==> src/rtl/bongo_envelope.sv <==
// bongo_envelope: hit-triggered amplitude envelope (attack to PEAK, then linear decay to idle)
// Ports: clk; rst (async, active-low); bongo_hit[1:0] sensor code (01 left, 10 right, 11 as left)
//        note_on one-cycle strobe per accepted hit; drum_sel last accepted drum (1 = right)
//        amplitude[7:0] envelope level; active high while not idle
// Build option: BONGO_RETRIGGER_EN lets a hit during ATTACK/DECAY restart the envelope
module bongo_envelope #(
    parameter int unsigned DECAY_DIV = 1000,
    parameter logic [7:0]  PEAK      = 8'hFF
) (
    input  logic       clk,
    input  logic       rst,
    input  logic [1:0] bongo_hit,
    output logic       note_on,
    output logic       drum_sel,
    output logic [7:0] amplitude,
    output logic       active
);
    typedef enum logic [1:0] {IDLE, ATTACK, DECAY} state_t;
    localparam logic [15:0] DIV_M1 = 16'(DECAY_DIV - 1);
    state_t      state_q, state_d;
    logic [1:0]  hit_q, hit_d, code;
    logic [15:0] presc_q, presc_d;
    logic        note_q, note_d, drum_q, drum_d, act_q, act_d, hit_evt, accept;
    logic [7:0]  amp_q, amp_d;
    always_comb begin
        code    = (bongo_hit == 2'b11) ? 2'b01 : bongo_hit;
        hit_d   = code;
        hit_evt = (code != 2'b00) && (code != hit_q);
`ifdef BONGO_RETRIGGER_EN
        accept  = hit_evt;
`else
        accept  = hit_evt && (state_q == IDLE);
`endif
        state_d = state_q;
        presc_d = presc_q;
        note_d  = 1'b0;
        drum_d  = drum_q;
        amp_d   = amp_q;
        act_d   = act_q;
        if (accept) begin
            state_d = ATTACK;
            note_d  = 1'b1;
            drum_d  = code[1];
            amp_d   = PEAK;
            act_d   = 1'b1;
            presc_d = '0;
        end else if (state_q == ATTACK) begin
            state_d = DECAY;
            presc_d = '0;
        end else if (state_q == DECAY) begin
            presc_d = (presc_q == DIV_M1) ? 16'd0 : presc_q + 16'd1;
            if (presc_q == DIV_M1) begin
                amp_d = amp_q - 8'd1;
                // last step down lands in IDLE on the same edge
                if (amp_q == 8'd1) begin
                    state_d = IDLE;
                    act_d   = 1'b0;
                end
            end
        end else begin
            amp_d = '0;
            act_d = 1'b0;
        end
    end
    always_ff @(posedge clk or negedge rst) begin
        if (!rst) begin
            state_q <= IDLE;
            hit_q   <= '0;
            presc_q <= '0;
            note_q  <= 1'b0;
            drum_q  <= 1'b0;
            amp_q   <= '0;
            act_q   <= 1'b0;
        end else begin
            state_q <= state_d;
            hit_q   <= hit_d;
            presc_q <= presc_d;
            note_q  <= note_d;
            drum_q  <= drum_d;
            amp_q   <= amp_d;
            act_q   <= act_d;
        end
    end
    assign note_on   = note_q;
    assign drum_sel  = drum_q;
    assign amplitude = amp_q;
    assign active    = act_q;
endmodule

==> config.mk <==
export PLATFORM = sky130hd
export DESIGN_NAME = bongo_envelope
export DESIGN_NICKNAME = d
export VERILOG_FILES = /design/src/rtl/bongo_envelope.sv
export SDC_FILE = /design/constraint.sdc
export NUM_CORES = 1
export LEC_CHECK = 0
export ABC_AREA = 1
export CAP_MARGIN = 40
export CORE_MARGIN = 5
export CORE_UTILIZATION = 57
export CTS_CLUSTER_SIZE = 14
export DETAILED_ROUTE_END_ITERATION = 10
export PLACE_DENSITY = 0.88
export SLEW_MARGIN = 0
export SYNTH_ARGS = -nofsm -noshare
export SYNTH_HDL_FRONTEND = slang
export SYNTH_SLANG_ARGS = --single-unit
==> constraint.sdc <==
create_clock -name clk -period 2.5 [get_ports clk]
set_clock_uncertainty 0.1 [all_clocks]
set_input_delay 0.25 -clock clk [delete_from_list [all_inputs] [get_ports clk]]
set_output_delay 0.25 -clock clk [all_outputs]
set_load 0.1 [all_outputs]
# Word level (Yosys, flattened, before mapping)
# Index checks and enable logic that the tools add are counted.
# Widths: inputs -> output; s select.
dict set report word_totals {
  output_inout_bits 11
  word_cells 48
  input_bits 4
  regBits 31
}
dict set report classes {
  reduce_logical 10
  n_addsub 2
  eq_ne 9
  n_mux 20
}
# op count
set ops {}
lappend ops {{$mux 16} 4}
lappend ops {{$mux 8} 4}
lappend ops {{$add 16x1->16 const B} 1}
lappend ops {{$eq 16x10->1 const B} 1}
lappend ops {{$mux 2} 6}
lappend ops {{$reduce_bool 3->1} 3}
lappend ops {{$eq 8x1->1 const B} 1}
lappend ops {{$sub 8x1->8 const B} 1}
lappend ops {{$mux 1} 6}
lappend ops {{$ne 3x2->1 const B} 2}
lappend ops {{$reduce_and 3->1} 2}
lappend ops {{$eq 2x2->1 const B} 2}
lappend ops {{$eq 2x1->1 const B} 1}
lappend ops {{$logic_and 1x1->1} 2}
lappend ops {{$logic_not 2->1} 1}
lappend ops {{$ne 2x2->1} 1}
lappend ops {{$ne 2x2->1 const B} 1}
lappend ops {{$reduce_and 2->1} 1}
lappend ops {{$reduce_bool 2->1} 1}

# Logic depth before layout (Yosys ltp)
# Gate-level depths: netlist of run 1.
dict set report logic_depth {
  ltp_word 7
  ltp_mapped 10
  depth_no_buf 10
}

# Least setup slack after synthesis of run 1
# OpenSTA, ideal clock, no wires.
dict set report synth_timing {
  path_type {flip-flop to flip-flop}
  start {register amp_q[0], in the netlist amplitude[0]}
  end {register amp_q[6], in the netlist amplitude[6]}
  period_less_slack_ns 2.015
  setup_time_ns 0.120
  required_time_ns 2.280
  path_stages_with_launch 9
  path_buffers 0
  arrival_ns 1.795
  setup_slack_ns 0.485
  path_cell_list {dfrtp_1 > inv_1 > ha_1 > inv_1 > o21ai_0 > nand2_1 > o21ai_0 > nand2_1 > nand2_1}
}
dict set report synth_between {
  elab_chain_cells 5
}
# element line
set synth_lines {}
lappend synth_lines {{start, declared} 24} ;# logic [7:0] amp_q, amp_d;
lappend synth_lines {{start signal, assigned} 80} ;# amp_q <= amp_d;
lappend synth_lines {{$sub 8x1->8} 53} ;# amp_d = amp_q - 8'd1;
lappend synth_lines {{$mux 8} 52} ;# if (presc_q == DIV_M1) begin
lappend synth_lines {{$mux 8} 50} ;# end else if (state_q == DECAY) begin
lappend synth_lines {{$mux 8} 47} ;# end else if (state_q == ATTACK) begin
lappend synth_lines {{$mux 8} 40} ;# if (accept) begin
# Every way passes these cells. The select of a mux whose other input is x is not followed.
# A chain may end at the register's enable or synchronous reset.

# Worst setup path after layout of run 1
dict set report layout_timing {
  start {register presc_q[0]}
  end {register presc_q[14]}
}
dict set report layout_between {
  elab_chain_cells 5
  word_cells_on_any_way 6
  cone_classes {add/sub (1); eq/ne (1); mux (4)}
}
# element line
set layout_lines {}
lappend layout_lines {{start, declared} 22} ;# logic [15:0] presc_q, presc_d;
lappend layout_lines {{start signal, assigned} 77} ;# presc_q <= presc_d;
lappend layout_lines {{$add 16x1->16 / $eq 16x10->1 (equally long branches)} 51} ;# presc_d = (presc_q == DIV_M1) ? 16'd0 : presc_q + 16'd1;
lappend layout_lines {{$mux 16 *} 51}
lappend layout_lines {{$mux 16 *} 50}
lappend layout_lines {{$mux 16 *} 47}
lappend layout_lines {{$mux 16 *} 40}
# Mark *: on every way between the ends. The rest lies on a longest branch, timed or not. The select of a mux whose other input is x is not followed.

==> results of run 1 <==
[worst max-delay path, delay by kind of cell, from the launching register on]
| family | cells | cell delay (ns) |
|---|---|---|
| and+or+nand+nor | 7 | 0.84 |
| DFF | 1 | 0.40 |
| adders and majority gates | 1 | 0.24 |
[cells by family after synthesis]
group                    synth area share [%]
AND/OR/NAND/NOR                          36.8
XOR/XNOR                                 1.41
adder cells (fa/ha/maj)                  2.01
buffers and inverters                    8.93
AO/OA/AOI/OAI                            9.20
flip-flops                               41.6
[where the power goes]
| group | internal [mW] | leakage (nW) | switching, mW |
|---|---|---|---|
| clock network | 0.236 | 0.0482 | 0.175 |
| logic | 0.00668 | 0.720 | 0.0130 |
| registers | 0.503 | 0.368 | 0.000826 |
[path summary, 6_finish.rpt]
check | from | endpoint | slack, ns | cells after the start
setup / recovery | presc_q[0]$_DFFE_PN0P_ | presc_q[14]$_DFFE_PN0P_ | 0.81 | 8
hold / removal | rst | amplitude[4]$_DFFE_PN0P_ | 0.18 | 2
setup reg to reg | presc_q[0]$_DFFE_PN0P_ | presc_q[14]$_DFFE_PN0P_ | 0.81 | 8
hold reg to reg | drum_sel$_DFFE_PN0N_ | drum_sel$_DFFE_PN0N_ | 0.40 | 2
max in group asynchronous | rst | presc_q[1]$_DFFE_PN0P_ | 1.80 | 2
min in group clk | bongo_hit[0] | hit_q[0]$_DFF_PN0_ | 0.31 | 1
[through the flow]
| stage | hold WS, ns | total power, mW | cells |
|---|---|---|---|
| floorplan | -0.146 | 0.518 | 264 |
| global placement | 0.365 | 0.533 | 318 |
| detailed placement | 0.374 | 0.534 | 318 |
| CTS | 0.197 | 0.944 | 326 |
| global route | 0.235 | 0.966 | 326 |
| finish | 0.182 | 0.934 | 326 |
[cell type report]
cell class,instances,area [um2]
flip-flops and latches,31,776
well taps,44,55.1
multi-input cells,195,922
clock buffers,6,51.3
clock inverters,2,35.0
fillers,280,1020
repair buffers,15,120
inverters,33,124
[state kept, by name (all words and copies together), names as in the netlist]
register	cells
presc_q	16
amplitude	8
active	1
note_on	1
state_q	2
hit_q	2
drum_sel	1
[cells in the final DEF (no fill, tap or decap), types with 6 or more instances in the layout]
| cell type | instances |
|---|---|
| nor2_1 | 39 |
| buf_4 | 12 |
| dfrtp_1 | 31 |
| nand2_1 | 83 |
| nor3_1 | 6 |
| o21ai_0 | 12 |
| a21oi_1 | 11 |
| nand3_1 | 21 |
| inv_1 | 28 |
| nand4_1 | 6 |
[layer usage]
layer / GRT usage, % / vias to the layer above
met5: 0 / -
li1: - / 867
met4: 7.09 / 0
met1: 25.5 / 783
met2: 30.9 / 43
met3: 5.49 / 6
==> flow_summary.toml, run 1 <==
[detailed_routing]
wirelength_um = 3750
met1Wirelength_um = 1770
drt_iter0_markers = 140
first_pass_iters = 4
ant_nets = 0
wl_met3_um = 210
via_per_inst = 5.21
avgRoutedWirePerCell_um = 11.5
drc = 0
route.met2.wl_um = 1720
vias = 1699
routed.top_layer = "met4"

[cells_and_area]
finish.net_count = 288
fin_util_pct = 67.1
n_antenna_cell = 0
fin_area_um2 = 2080
synthToLayoutAreaGrowth_pct = 11.7
drive_gt1_share_pct = 12.1

[die]
core_region_area_um2 = 3100
die_y_um = 67.2
fp.dieArea_um2 = 4510
row_count = 20
start_util_pct = 60.1
io_pins = 15
die_x_um = 67.2

[power_and_ir_drop]
p_per_area_nw_per_um2 = 448
peakVddDrop_v = 0.000311
leakagePower_nw = 1.14

[logic_synthesis]
synth_nets = 271
ys_ff_latch = 31
synth_edf_count = 0
synth_largest_area_cell = "dfrtp_1"
netlist_top_cells_count = "nand2_1 (83), nor2_1 (39), dfrtp_1 (31)"
ys_seq_area_share_pct = 41.6
ys_warn_count = 0
netlist_instances = 264
synth.distinct_cells = 23
syn_area_um2 = 1860
yosys-top-cells-area = "dfrtp_1 (42%), nand2_1 (17%), nor2_1 (7.9%), inv_1 (5.6%), nand3_1 (5.6%)"
synth.avg_cell_area_um2 = 7.06
synthArstFlopShare_pct = 100
synth_top_cell_area_share_pct = 41.6
dominantRegCellSynth = "dfrtp_1"
yosysMostFrequentCell = "nand2_1"

[sta]
slew_headroom_pct = 73.5
finalMaxSlewViolations = 0
setup_violations = 0
max_slew.worst_pin.slew_ns = 0.397
tns_ns = 0
hold_viol = 0
grt_setup_unrepaired = "false"
fmax_mhz = 591
fin_crit_ns = 1.69
timing.final.ws_setup_ns = 0.809
min_period_over_period_pct = 67.6

[clock_tree]
numCtsBuffers = 5
post_cts_resized = 0
cts_root_buf = "clkbuf_4"
cts_tree = "built"
cts_sinks = 31
post-cts-setup-buffer-count = 0
path_clk_slew_ns = 0.11
cts_hold_buffers = 0
h-tree-depth = 2
max-clock-path-buffers = 2
clk_latency_ns = 0.34

[placed_design]
place_congestion = 0.919
port_buffers = 14
place_area_um2 = 2000
dp_hpwl_um = 2750
place_ws_ns = 0.504

[critical_path]
crit_path_frequent_cell = "nor2_1"
crit_chain = "ha_1, nand2_1, nor2_1, nand4_1, nor2_1, nand3_1, nand2_1, nor2_1"
cp_max_fo = 4
required_ns = 2.63
slowest_delay_ns = 0.40
worstSetupStartpointType = "register"
crit_type = "register to register"
crit_arrival_ns = 1.82
cp-end-kind = "register"
crit_slowest_cell = "dfrtp_1"

[global_route]
grt_first_pass_wirelength_um = 6750
antenna_found_initial = 0
grt_start_max_net_pins = 32
grt.overflow.total = 0
grt_pass1_vias = 1608
grt_usage_pct = 19.5

[run]
maxCapViolations = 0

[min_path]
worstHoldPathType = "primary input to asynchronous set/reset pin"

[run_status]
status = "completed"
(Power assumes the default switching activity.)
==> run 2, diff against run 1 <==
==> constraint.sdc (replaced) <==
create_clock -name clk -period 1.57 [get_ports clk]
set_clock_uncertainty 0.1 [all_clocks]
set_input_delay 0.157 -clock clk [delete_from_list [all_inputs] [get_ports clk]]
set_output_delay 0.157 -clock clk [all_outputs]
set_load 0.1 [all_outputs]
==> run 2 against run 1 <==
Effect of this change:
- worst hold slack got worse by 0.089 ns
- final cell count up 7.1%
- critical path type unchanged
- highest routed layer unchanged
- register-to-register slack got worse by 0.73 ns
- die area unchanged
- non-clock buffer count up 23
- combinational power up 64%
- count of clock-buffer cells in the layout unchanged
- maximum frequency increased by 13%
==> flow_summary.toml, run 2 (synthesis gave the netlist of run 1 again) <==
[critical_path]
worstSetupStartpointType = "register"
crit_arrival_ns = 1.64
cp-end-kind = "register"
required_ns = 1.71
crit_type = "register to register"
cp_max_fo = 3

[cells_and_area]
finish.net_count = 311
mostFrequentLayoutCells = "nand2_1 (79), nor2_1 (34), buf_4 (24), inv_1 (22), nand3_1 (19)"
largest_reg_flops = 16
fin_area_um2 = 2480
largest_register = "presc_q"
drive_gt1_share_pct = 29.2
synthToLayoutAreaGrowth_pct = 33.2
fin_util_pct = 80.0
n_antenna_cell = 0
final_common_cell = "nand2_1"
layoutNonFillerInstCount = 349
fill_cells = 201

[die]
start_util_pct = 60.1
fp.dieArea_um2 = 4510
die_x_um = 67.2
die_y_um = 67.2
io_pins = 15
row_count = 20
core_region_area_um2 = 3100

[power_and_ir_drop]
power_mw = 1.49
p_per_area_nw_per_um2 = 600
leakagePower_nw = 1.31
peakVddDrop_v = 0.000572

[sta]
hold_viol = 0
min_period_over_period_pct = 95.3
fin_hold_ws_ns = 0.0930
grt_setup_unrepaired = "true"
finalMaxSlewViolations = 0
fmax_mhz = 669
timing.final.ws_setup_ns = 0.0742
max_slew.worst_pin.slew_ns = 0.381
setup_violations = 0
slew_headroom_pct = 74.6
fin_crit_ns = 1.50
tns_ns = 0

[detailed_routing]
vias = 1844
wl_met3_um = 310
via_per_inst = 5.28
drc = 0
first_pass_iters = 6
wirelength_um = 4280
route.met2.wl_um = 2010
drt_iter0_markers = 243
routed.top_layer = "met4"
avgRoutedWirePerCell_um = 12.2
met1Wirelength_um = 1910
ant_nets = 0

[clock_tree]
numCtsBuffers = 5
path_clk_slew_ns = 0.10
h-tree-depth = 2
cts_root_buf = "clkbuf_4"
cts_hold_buffers = 0
clk_latency_ns = 0.34
max-clock-path-buffers = 2
cts_sinks = 31
cts_tree = "built"

[placed_design]
port_buffers = 14
place_area_um2 = 2320
place_congestion = 0.881
place_ws_ns = -0.106
place_inst = 341
dp_hpwl_um = 3020

[global_route]
grt_start_max_net_pins = 32
grt.overflow.total = 0
antenna_found_initial = 0
grt_usage_pct = 21.0
grt_first_pass_wirelength_um = 7160
grt_pass1_vias = 1642

[run_status]
status = "completed"

[min_path]
worstHoldPathType = "primary input to asynchronous set/reset pin"

[run]
maxCapViolations = 0
-- run 2: changes by cell type in the layout (fill, tap and decap cells not counted), moves of 6 or more --
cell / previous run / this run
dfrtp_1: 31 / 18
buf_4: 12 / 24
buf_12: 0 / 11
dfrtp_2: 0 / 11
inv_1: 28 / 22
-- run 2: worst max-delay path, stage by stage (launching register included) --
cell and delay [ns]:
dfrtp_1 0.42, ha_4 0.19, nand2_4 0.07, nor2_4 0.09
nand4_1 0.15, nor2_1 0.17, nand3_1 0.09, nand2_1 0.09
nor2_1 0.04
-- run 2: cell type report --
class | instances | area, um2 | share of cell area (%)
multi-input cells | 195 | 987 | 39.8
well taps | 44 | 55.1 | 2.22
clock buffers | 6 | 51.3 | 2.07
flip-flops and latches | 31 | 797 | 32.1
clock inverters | 2 | 35.0 | 1.41
repair buffers | 38 | 430 | 17.3
inverters | 33 | 126 | 5.09
-- run 2: report_power, final --
| part | total, mW | internal, mW | switching [mW] |
|---|---|---|---|
| logic | 0.0324 | 0.0122 | 0.0202 |
| clock network | 0.656 | 0.376 | 0.280 |
| registers | 0.802 | 0.800 | 0.00140 |
| total | 1.49 | 1.19 | 0.302 |
-- run 2: worst paths after layout --
path                                                 end                    from  cells after the start  slack [ns]
worst min register to register      drum_sel$_DFFE_PN0N_    drum_sel$_DFFE_PN0N_                      2        0.45
worst min-delay path             presc_q[12]$_DFFE_PN0P_                     rst                      2        0.09
worst max register to register   presc_q[14]$_DFFE_PN0P_  presc_q[1]$_DFFE_PN0P_                      8        0.07
min in group clk                      hit_q[0]$_DFF_PN0_            bongo_hit[0]                      1        0.20
worst max-delay path             presc_q[14]$_DFFE_PN0P_  presc_q[1]$_DFFE_PN0P_                      8        0.07
max in group asynchronous       amplitude[0]$_DFFE_PN0P_                     rst                      2        0.97
-- run 2: per-layer routing --
layer / vias to the layer above / GRT usage [%]
li1: 915 / -
met1: 841 / 28.8
met2: 81 / 31.9
met3: 7 / 4.66
met4: 0 / 9.11
met5: - / 0
-- run 2: timing repair --
| item | CTS | global route |
|---|---|---|
| gates resized for setup | 6 | 27 |
| endpoints found under the setup margin | 5 | 23 |
| buffers inserted | 0 | 0 |
| cloned | 0 | 0 |
| pin swaps | 3 | 7 |
